<file path="src/rtl/rename_pkg.sv">
// Shared constants, output-lane record and ring-pointer helper for the rename stage.
package rename_pkg;

  localparam int DEF_WIDTH        = 2;
  localparam int DEF_COMMIT_WIDTH = 2;
  localparam int DEF_ARCH_REGS    = 32;
  localparam int DEF_PHYS_REGS    = 64;

  localparam int PW = $clog2(DEF_PHYS_REGS);
  localparam int AW = $clog2(DEF_ARCH_REGS);

  typedef struct packed {
    logic          valid;
    logic [PW-1:0] ps1;
    logic [PW-1:0] ps2;
    logic [PW-1:0] pd;
    logic [PW-1:0] old_pd;
  } rename_lane_t;

  // Advance a ring index; inc is always smaller than depth.
  function automatic int ring_add(input int ptr, input int inc, input int depth);
    int sum;
    sum = ptr + inc;
    return (sum >= depth) ? sum - depth : sum;
  endfunction

endpackage

</file>
<file path="src/rtl/free_list_fifo.sv">
// Circular free list of physical registers: WIDTH pop ports via a head window,
// COMMIT_WIDTH push ports at tail. p0 is filtered out on push.
module free_list_fifo #(
  parameter  int WIDTH        = 2,
  parameter  int COMMIT_WIDTH = 2,
  parameter  int ARCH_REGS    = 32,
  parameter  int PHYS_REGS    = 64,
  localparam int PW           = $clog2(PHYS_REGS),
  localparam int CW           = $clog2(WIDTH + 1)
) (
  input  logic                       clk,
  input  logic                       rst,
  input  logic [CW-1:0]              pop_count,
  input  logic [COMMIT_WIDTH-1:0]    push_valid,
  input  logic [COMMIT_WIDTH*PW-1:0] push_pd,
  output logic [WIDTH*PW-1:0]        head_pd,
  output logic [PW:0]                count
);
  import rename_pkg::*;

  localparam int DEPTH = PHYS_REGS - ARCH_REGS;
  localparam int IW    = (DEPTH > 1) ? $clog2(DEPTH) : 1;

  logic [PW-1:0]           mem_q [DEPTH];
  logic [IW-1:0]           head_q;
  logic [IW-1:0]           tail_q;
  logic [PW:0]             count_q;
  logic [COMMIT_WIDTH-1:0] push_en;
  logic [IW-1:0]           push_idx [COMMIT_WIDTH];
  logic [PW:0]             push_total;

  always_comb begin
    // NOTE: every combinational output gets a default first so no path leaves it unassigned (no latch).
    head_pd = '0;
    for (int k = 0; k < WIDTH; k++) begin
      head_pd[k*PW +: PW] = mem_q[IW'(ring_add(int'(head_q), k, DEPTH))];
    end
  end

  // Accepted pushes are packed into consecutive tail slots in slot order.
  always_comb begin
    int n;
    n          = 0;
    push_en    = '0;
    push_total = '0;
    for (int c = 0; c < COMMIT_WIDTH; c++) begin
      push_idx[c] = IW'(ring_add(int'(tail_q), n, DEPTH));
      push_en[c]  = push_valid[c] && (push_pd[c*PW +: PW] != '0);
      if (push_en[c]) n++;
    end
    push_total = (PW+1)'(n);
  end

  // NOTE: sequential state uses non-blocking assignments so every register samples pre-edge values.
  always_ff @(posedge clk or posedge rst) begin
    if (rst) begin
      // NOTE: this storage is reset because its post-reset contents are architecturally defined.
      for (int k = 0; k < DEPTH; k++) mem_q[k] <= PW'(ARCH_REGS + k);
      head_q  <= '0;
      tail_q  <= '0;
      count_q <= (PW+1)'(DEPTH);
    end else begin
      for (int c = 0; c < COMMIT_WIDTH; c++) begin
        if (push_en[c]) mem_q[push_idx[c]] <= push_pd[c*PW +: PW];
      end
      head_q  <= IW'(ring_add(int'(head_q), int'(pop_count), DEPTH));
      tail_q  <= IW'(ring_add(int'(tail_q), int'(push_total), DEPTH));
      count_q <= count_q + push_total - (PW+1)'(pop_count);
    end
  end

  assign count = count_q;

endmodule

</file>
<file path="src/rtl/rename_stage_nw.sv">
// N-lane register rename: RAT lookup with in-group bypass, free-list allocation,
// one registered output stage with ready/valid on both sides.
module rename_stage_nw #(
  parameter  int WIDTH        = rename_pkg::DEF_WIDTH,
  parameter  int COMMIT_WIDTH = rename_pkg::DEF_COMMIT_WIDTH,
  parameter  int ARCH_REGS    = rename_pkg::DEF_ARCH_REGS,
  parameter  int PHYS_REGS    = rename_pkg::DEF_PHYS_REGS,
  localparam int PW           = $clog2(PHYS_REGS),
  localparam int AW           = $clog2(ARCH_REGS)
) (
  input  logic                       clk,
  input  logic                       rst,
  input  logic [WIDTH-1:0]           in_valid,
  input  logic [WIDTH-1:0]           in_wen,
  input  logic [WIDTH*AW-1:0]        in_rs1,
  input  logic [WIDTH*AW-1:0]        in_rs2,
  input  logic [WIDTH*AW-1:0]        in_rd,
  output logic                       in_ready,
  output logic [WIDTH-1:0]           out_valid,
  input  logic                       out_ready,
  output logic [WIDTH*PW-1:0]        out_ps1,
  output logic [WIDTH*PW-1:0]        out_ps2,
  output logic [WIDTH*PW-1:0]        out_pd,
  output logic [WIDTH*PW-1:0]        out_old_pd,
  input  logic [COMMIT_WIDTH-1:0]    commit_valid,
  input  logic [COMMIT_WIDTH*PW-1:0] commit_pd,
  output logic [PW:0]                free_count
);
  import rename_pkg::*;

  localparam int CW = $clog2(WIDTH + 1);

  rename_lane_t       lane_d [WIDTH];
  rename_lane_t       lane_q [WIDTH];
  logic [PW-1:0]      rat_q  [ARCH_REGS];
  logic [PW-1:0]      new_pd [WIDTH];
  logic [WIDTH*PW-1:0] head_pd;
  logic [WIDTH-1:0]   alloc;
  logic [CW-1:0]      pop_count;
  logic               accept;

  free_list_fifo #(
    .WIDTH       (WIDTH),
    .COMMIT_WIDTH(COMMIT_WIDTH),
    .ARCH_REGS   (ARCH_REGS),
    .PHYS_REGS   (PHYS_REGS)
  ) u_free_list (
    .clk       (clk),
    .rst       (rst),
    .pop_count (pop_count),
    .push_valid(commit_valid),
    .push_pd   (commit_pd),
    .head_pd   (head_pd),
    .count     (free_count)
  );

  // Conservative: a full WIDTH worth of free registers, regardless of lane contents.
  assign in_ready = ((out_valid == '0) || out_ready) && (free_count >= (PW+1)'(WIDTH));
  assign accept   = (|in_valid) && in_ready;

  always_comb begin
    int n;
    n = 0;
    for (int i = 0; i < WIDTH; i++) begin
      alloc[i]  = in_valid[i] && in_wen[i] && (in_rd[i*AW +: AW] != '0);
      new_pd[i] = '0;
      if (alloc[i]) begin
        new_pd[i] = head_pd[n*PW +: PW];
        n++;
      end
    end
    pop_count = accept ? CW'(n) : '0;
  end

  // Later lanes see the newest in-group producer; ascending scan lets the highest lane win.
  always_comb begin
    logic [AW-1:0] s1, s2, d, rdi;
    logic [PW-1:0] p1, p2, po;
    for (int j = 0; j < WIDTH; j++) begin
      s1 = in_rs1[j*AW +: AW];
      s2 = in_rs2[j*AW +: AW];
      d  = in_rd[j*AW +: AW];
      p1 = rat_q[s1];
      p2 = rat_q[s2];
      po = rat_q[d];
      for (int i = 0; i < WIDTH; i++) begin
        rdi = in_rd[i*AW +: AW];
        if (i < j && alloc[i]) begin
          if (rdi == s1) p1 = new_pd[i];
          if (rdi == s2) p2 = new_pd[i];
          if (rdi == d)  po = new_pd[i];
        end
      end
      if (s1 == '0) p1 = '0;
      if (s2 == '0) p2 = '0;
      lane_d[j] = '0;
      if (in_valid[j]) begin
        lane_d[j].valid = 1'b1;
        lane_d[j].ps1   = p1;
        lane_d[j].ps2   = p2;
        if (alloc[j]) begin
          lane_d[j].pd     = new_pd[j];
          lane_d[j].old_pd = po;
        end
      end
    end
  end

  always_ff @(posedge clk or posedge rst) begin
    if (rst) begin
      for (int j = 0; j < WIDTH; j++) lane_q[j] <= '0;
      for (int a = 0; a < ARCH_REGS; a++) rat_q[a] <= PW'(a);
    end else if (accept) begin
      for (int j = 0; j < WIDTH; j++) lane_q[j] <= lane_d[j];
      // Duplicate rd: the later lane's assignment is the one that lands.
      for (int i = 0; i < WIDTH; i++) begin
        if (alloc[i]) rat_q[in_rd[i*AW +: AW]] <= new_pd[i];
      end
    end else if (out_ready) begin
      for (int j = 0; j < WIDTH; j++) lane_q[j].valid <= 1'b0;
    end
  end

  always_comb begin
    out_valid  = '0;
    out_ps1    = '0;
    out_ps2    = '0;
    out_pd     = '0;
    out_old_pd = '0;
    for (int j = 0; j < WIDTH; j++) begin
      out_valid[j]            = lane_q[j].valid;
      out_ps1[j*PW +: PW]     = lane_q[j].ps1;
      out_ps2[j*PW +: PW]     = lane_q[j].ps2;
      out_pd[j*PW +: PW]      = lane_q[j].pd;
      out_old_pd[j*PW +: PW]  = lane_q[j].old_pd;
    end
  end

endmodule

</file>
<file path="config.mk">
export PLATFORM = sky130hd
export DESIGN_NAME = rename_stage_nw
export DESIGN_NICKNAME = d
export VERILOG_FILES = /design/src/rtl/rename_pkg.sv /design/src/rtl/free_list_fifo.sv /design/src/rtl/rename_stage_nw.sv
export SDC_FILE = /design/constraint.sdc
export NUM_CORES = 2
export LEC_CHECK = 0
export BUFFER_PORTS_ARGS = -buffer_cell sky130_fd_sc_hd__buf_4
export CORE_MARGIN = 4
export CORE_UTILIZATION = 50
export DETAILED_ROUTE_END_ITERATION = 12
export GPL_TIMING_DRIVEN = 1
export PLACE_DENSITY_LB_ADDON = 0.3
export SYNTH_ARGS = -nofsm -noshare
export SYNTH_HDL_FRONTEND = slang
export SYNTH_HIERARCHICAL = 1
export SYNTH_SLANG_ARGS = --single-unit
</file>
<file path="constraint.sdc">
create_clock -name clk -period 8.6 [get_ports clk]
set_input_delay 0.43 -clock clk [delete_from_list [all_inputs] [get_ports clk]]
set_output_delay 0.43 -clock clk [all_outputs]
set_load 0.01 [all_outputs]
</file>
==> flow_metrics.env <==
export IMPL_status="finished clean"
export IMPL_cts_made_buffers=52
export IMPL_drt_iter0_drc=4976
export IMPL_dp_hpwl_mm=104
export IMPL_io_pins=109
export IMPL_rsz0062_at_grt="no"
export IMPL_synth_ff_type="dfrtp_1"
export IMPL_synth_edf_count=0
export IMPL_min_delay_start="commit_pd[7]"
export IMPL_relSlewSlack_pct=10.8
export IMPL_grt_max_degree=134
export IMPL_antenna_found_initial=7
export IMPL_hold_viol_final=0
export IMPL_startpoint_type="flip-flop"
export IMPL_finClkSkew_ns=0.0311
export IMPL_r2r_start="u_free_list/head_q[0]$_DFF_PP0_"
export IMPL_setup_tns_final_ns=0
export IMPL_power_per_cell_area_mw_per_mm2=401
export IMPL_vias=30600
export IMPL_post_synth_cell_area_avg_um2=11.5
export IMPL_whs_endpoint="u_free_list/mem_q[151]$_DFF_PP1_"
export IMPL_reg2reg_slack_ns=3.80
export IMPL_drtAntennaViolNets=0
export IMPL_min_period_ns=4.80
export IMPL_setup_violations=0
export IMPL_die_area_mm2=0.0734
export IMPL_synthArstFlopShare_pct=100
export IMPL_post_route_drc_count=0
export IMPL_critPathMaxFanout=41
export IMPL_cap_violations=0
export IMPL_routed_wl_mm=150
export IMPL_final_period_utilization_pct=55.8
export IMPL_synth_seq_cells=451
export IMPL_synth_top_area_share_pct=21.2
export IMPL_grt_usage_pct=39.9
export IMPL_worstPathArrival_ns=5.33
export IMPL_clockRootBuffer="clkbuf_16"
export IMPL_overflow=0
export IMPL_seq_area_frac_synth_pct=33.3
export IMPL_netlist_top_cells_area="mux4_2 21%, dfrtp_1 19%, dfstp_2 15%"
export IMPL_final_cell_mix="450 x mux2i_1, 326 x mux4_2, 257 x dfrtp_1"
export IMPL_slew_viol_final=0
export IMPL_reg2reg_depth=10
export IMPL_grt_pass1_wl_mm=215
export IMPL_clk_latency_ns=0.65
export IMPL_crit_type="reg -> reg"
export IMPL_h_tree_depth=2
export IMPL_worst_hold_slack_ns=0.126
export IMPL_min_path_type="in -> reg"
export IMPL_wl_per_cell_um=38.4
export IMPL_holdPathStages=3
export IMPL_drive_gt1_share_pct=28.7
export IMPL_fill_cells=5763
export IMPL_cts_tree="yes"
export IMPL_ys_warn_count=6
export IMPL_place_congestion=1.05
export IMPL_leakage_nw=13.6
export IMPL_yosysTopAreaCell="mux4_2"
export IMPL_dieHeight_um=271
export IMPL_syn_area_mm2=0.0346
export IMPL_portBuffers=108
export IMPL_post_cts_buffers=0
export IMPL_crit_required_ns=9.14
export IMPL_clkTransAtPathRegs_ns=0.06
export IMPL_syn_to_final_growth_pct=8.77
export IMPL_synth_cells=3010
export IMPL_timing_rr_end="rat_q[143]$_DFFE_PP0P_"
export IMPL_layout_commonest_cell="mux2i_1"
export IMPL_tightest_slew_ns=1.33
export IMPL_ys_types=82
export IMPL_syn_nets=3080
export IMPL_grt_pass1_vias=28900
export IMPL_vias_per_cell=7.87
export IMPL_clkSinkCount=451
export IMPL_fp_coreArea_mm2=0.0686
export IMPL_dr_pass1_iters=9
export IMPL_fp_dieW_um=271
export IMPL_endpoint_kind="flip-flop"
export IMPL_ir_worst_vdd_mv=0.473
export IMPL_clk_path_buf_depth=3
export IMPL_fmax_mhz=209
export IMPL_power_total_w=0.0151
export IMPL_fin_nets=2981
export IMPL_initial_utilization_pct=50.4
export IMPL_num_rows=96
export IMPL_cts_resized=0
## worst max-delay path by stage
stage	from	slack, ns	cells after the start	endpoint
after floorplan	rst	1.66	1	out_old_pd[0]$_DFFE_PP0P_
after global placement	u_free_list/head_q[0]$_DFF_PP0_	3.98	9	rat_q[82]$_DFFE_PP1P_
after detailed placement	u_free_list/head_q[0]$_DFF_PP0_	3.87	9	rat_q[82]$_DFFE_PP1P_
after CTS	u_free_list/head_q[0]$_DFF_PP0_	3.82	9	rat_q[124]$_DFFE_PP0P_
after global routing	u_free_list/head_q[0]$_DFF_PP0_	3.57	8	rat_q[3]$_DFFE_PP1P_
final	u_free_list/head_q[0]$_DFF_PP0_	3.80	10	rat_q[143]$_DFFE_PP0P_
## registers in the layout (all words and copies together), names as in the netlist
signal / flops
out_old_pd: 12
u_free_list/mem_q: 192
u_free_list/tail_q: 5
out_ps2: 12
u_free_list/count: 7
out_ps1: 12
u_free_list/head_q: 5
out_pd: 12
out_valid: 2
rat_q: 192
## cell families (layout without fill, tap and decap cells)
kind of cell               after synthesis  after routing  synth area share, %
buffers and inverters                  341            285                 4.20
AOI/OAI and AO/OA                      782            782                 17.0
xor gates and xnor gates                30             30                0.760
other                                    0              6                    0
and+or+nand+nor                        578            578                 8.56
adders and majority gates               19             19                0.775
muxes                                  809            809                 35.4
DFF                                    451            451                 33.3
## synth_stat cells, drive strengths merged, types with 6 or more instances
library cell  number
mux2i            450
mux4             326
dfrtp            258
a22oi            218
dfstp            193
clkbuf           186
nand2            178
nor2             146
o2bb2ai          139
buf              118
o21ai             88
a21oi             74
nand3             65
o22ai             63
a2bb2oi           61
nor3              42
inv               37
mux2              33
a221oi            23
nor2b             22
xnor2             18
a22o              17
ha                15
a221o             14
and3              14
o221ai            13
and4              12
nand2b            12
xor2              12
and2              11
nor3b             11
nand3b            10
o2111ai           10
a31oi              8
and3b              8
nor4               7
or3b               7
a32o               6
or2                6
or3                6
## metrics by stage
step	util, %	area (µm²)	instances	setup slack (ns)
after detailed placement	52.1	35700	3786	3.87
final	54.8	37600	3891	3.80
after global routing	54.8	37600	3888	3.57
after floorplan	-	34600	3010	1.66
after global placement	52.1	35700	3786	3.98
after CTS	54.8	37600	3885	3.82
## worst max-delay path, stage by stage, from the launching register on
cell and delay [ns]:
dfrtp_4 0.78, buf_4 0.63, mux4_2 0.35, nand2_1 0.05
nand3_1 0.15, o21ai_0 0.28, o221ai_4 0.26, buf_4 0.62
mux2_2 1.03, o22ai_1 0.22, a2bb2oi_1 0.23
## layout make-up
cell class | count | area, µm² | area share (%)
flip-flops and latches | 451 | 11500 | 30.7
clock inverters | 25 | 372 | 0.988
repair buffers | 151 | 1150 | 3.06
inverters | 37 | 154 | 0.409
clock buffers | 72 | 1480 | 3.93
well taps | 931 | 1160 | 3.10
multi-input cells | 2218 | 21700 | 57.8
diodes | 6 | 15.0 | 0.0399
## metal layers
metal	up-vias	global-route usage, %	part of all wire [%]	wire, µm
met2	2722	55.3	41	60900
li1	11900	-	-	-
met1	15600	56.6	38	57300
met4	6	14.0	4.8	7200
met3	402	16.0	16	24000
met5	-	1.45	0.027	40
## what timing repair did
action | 4_1_cts | 5_1_grt
endpoints found under the hold margin | 9 | 0
endpoints found under the setup margin | 0 | 0
hold buffers | 2 | 0
## power by group
| part | leakage (nW) | internal, W | switching [W] | total (W) |
|---|---|---|---|---|
| combinational | 7.31 | 0.00303 | 0.00474 | 0.00777 |
| sequential | 5.35 | 0.00331 | 0.00158 | 0.00489 |
| clock | 0.909 | 0.00142 | 0.000994 | 0.00241 |
(Power assumes the default switching activity.)
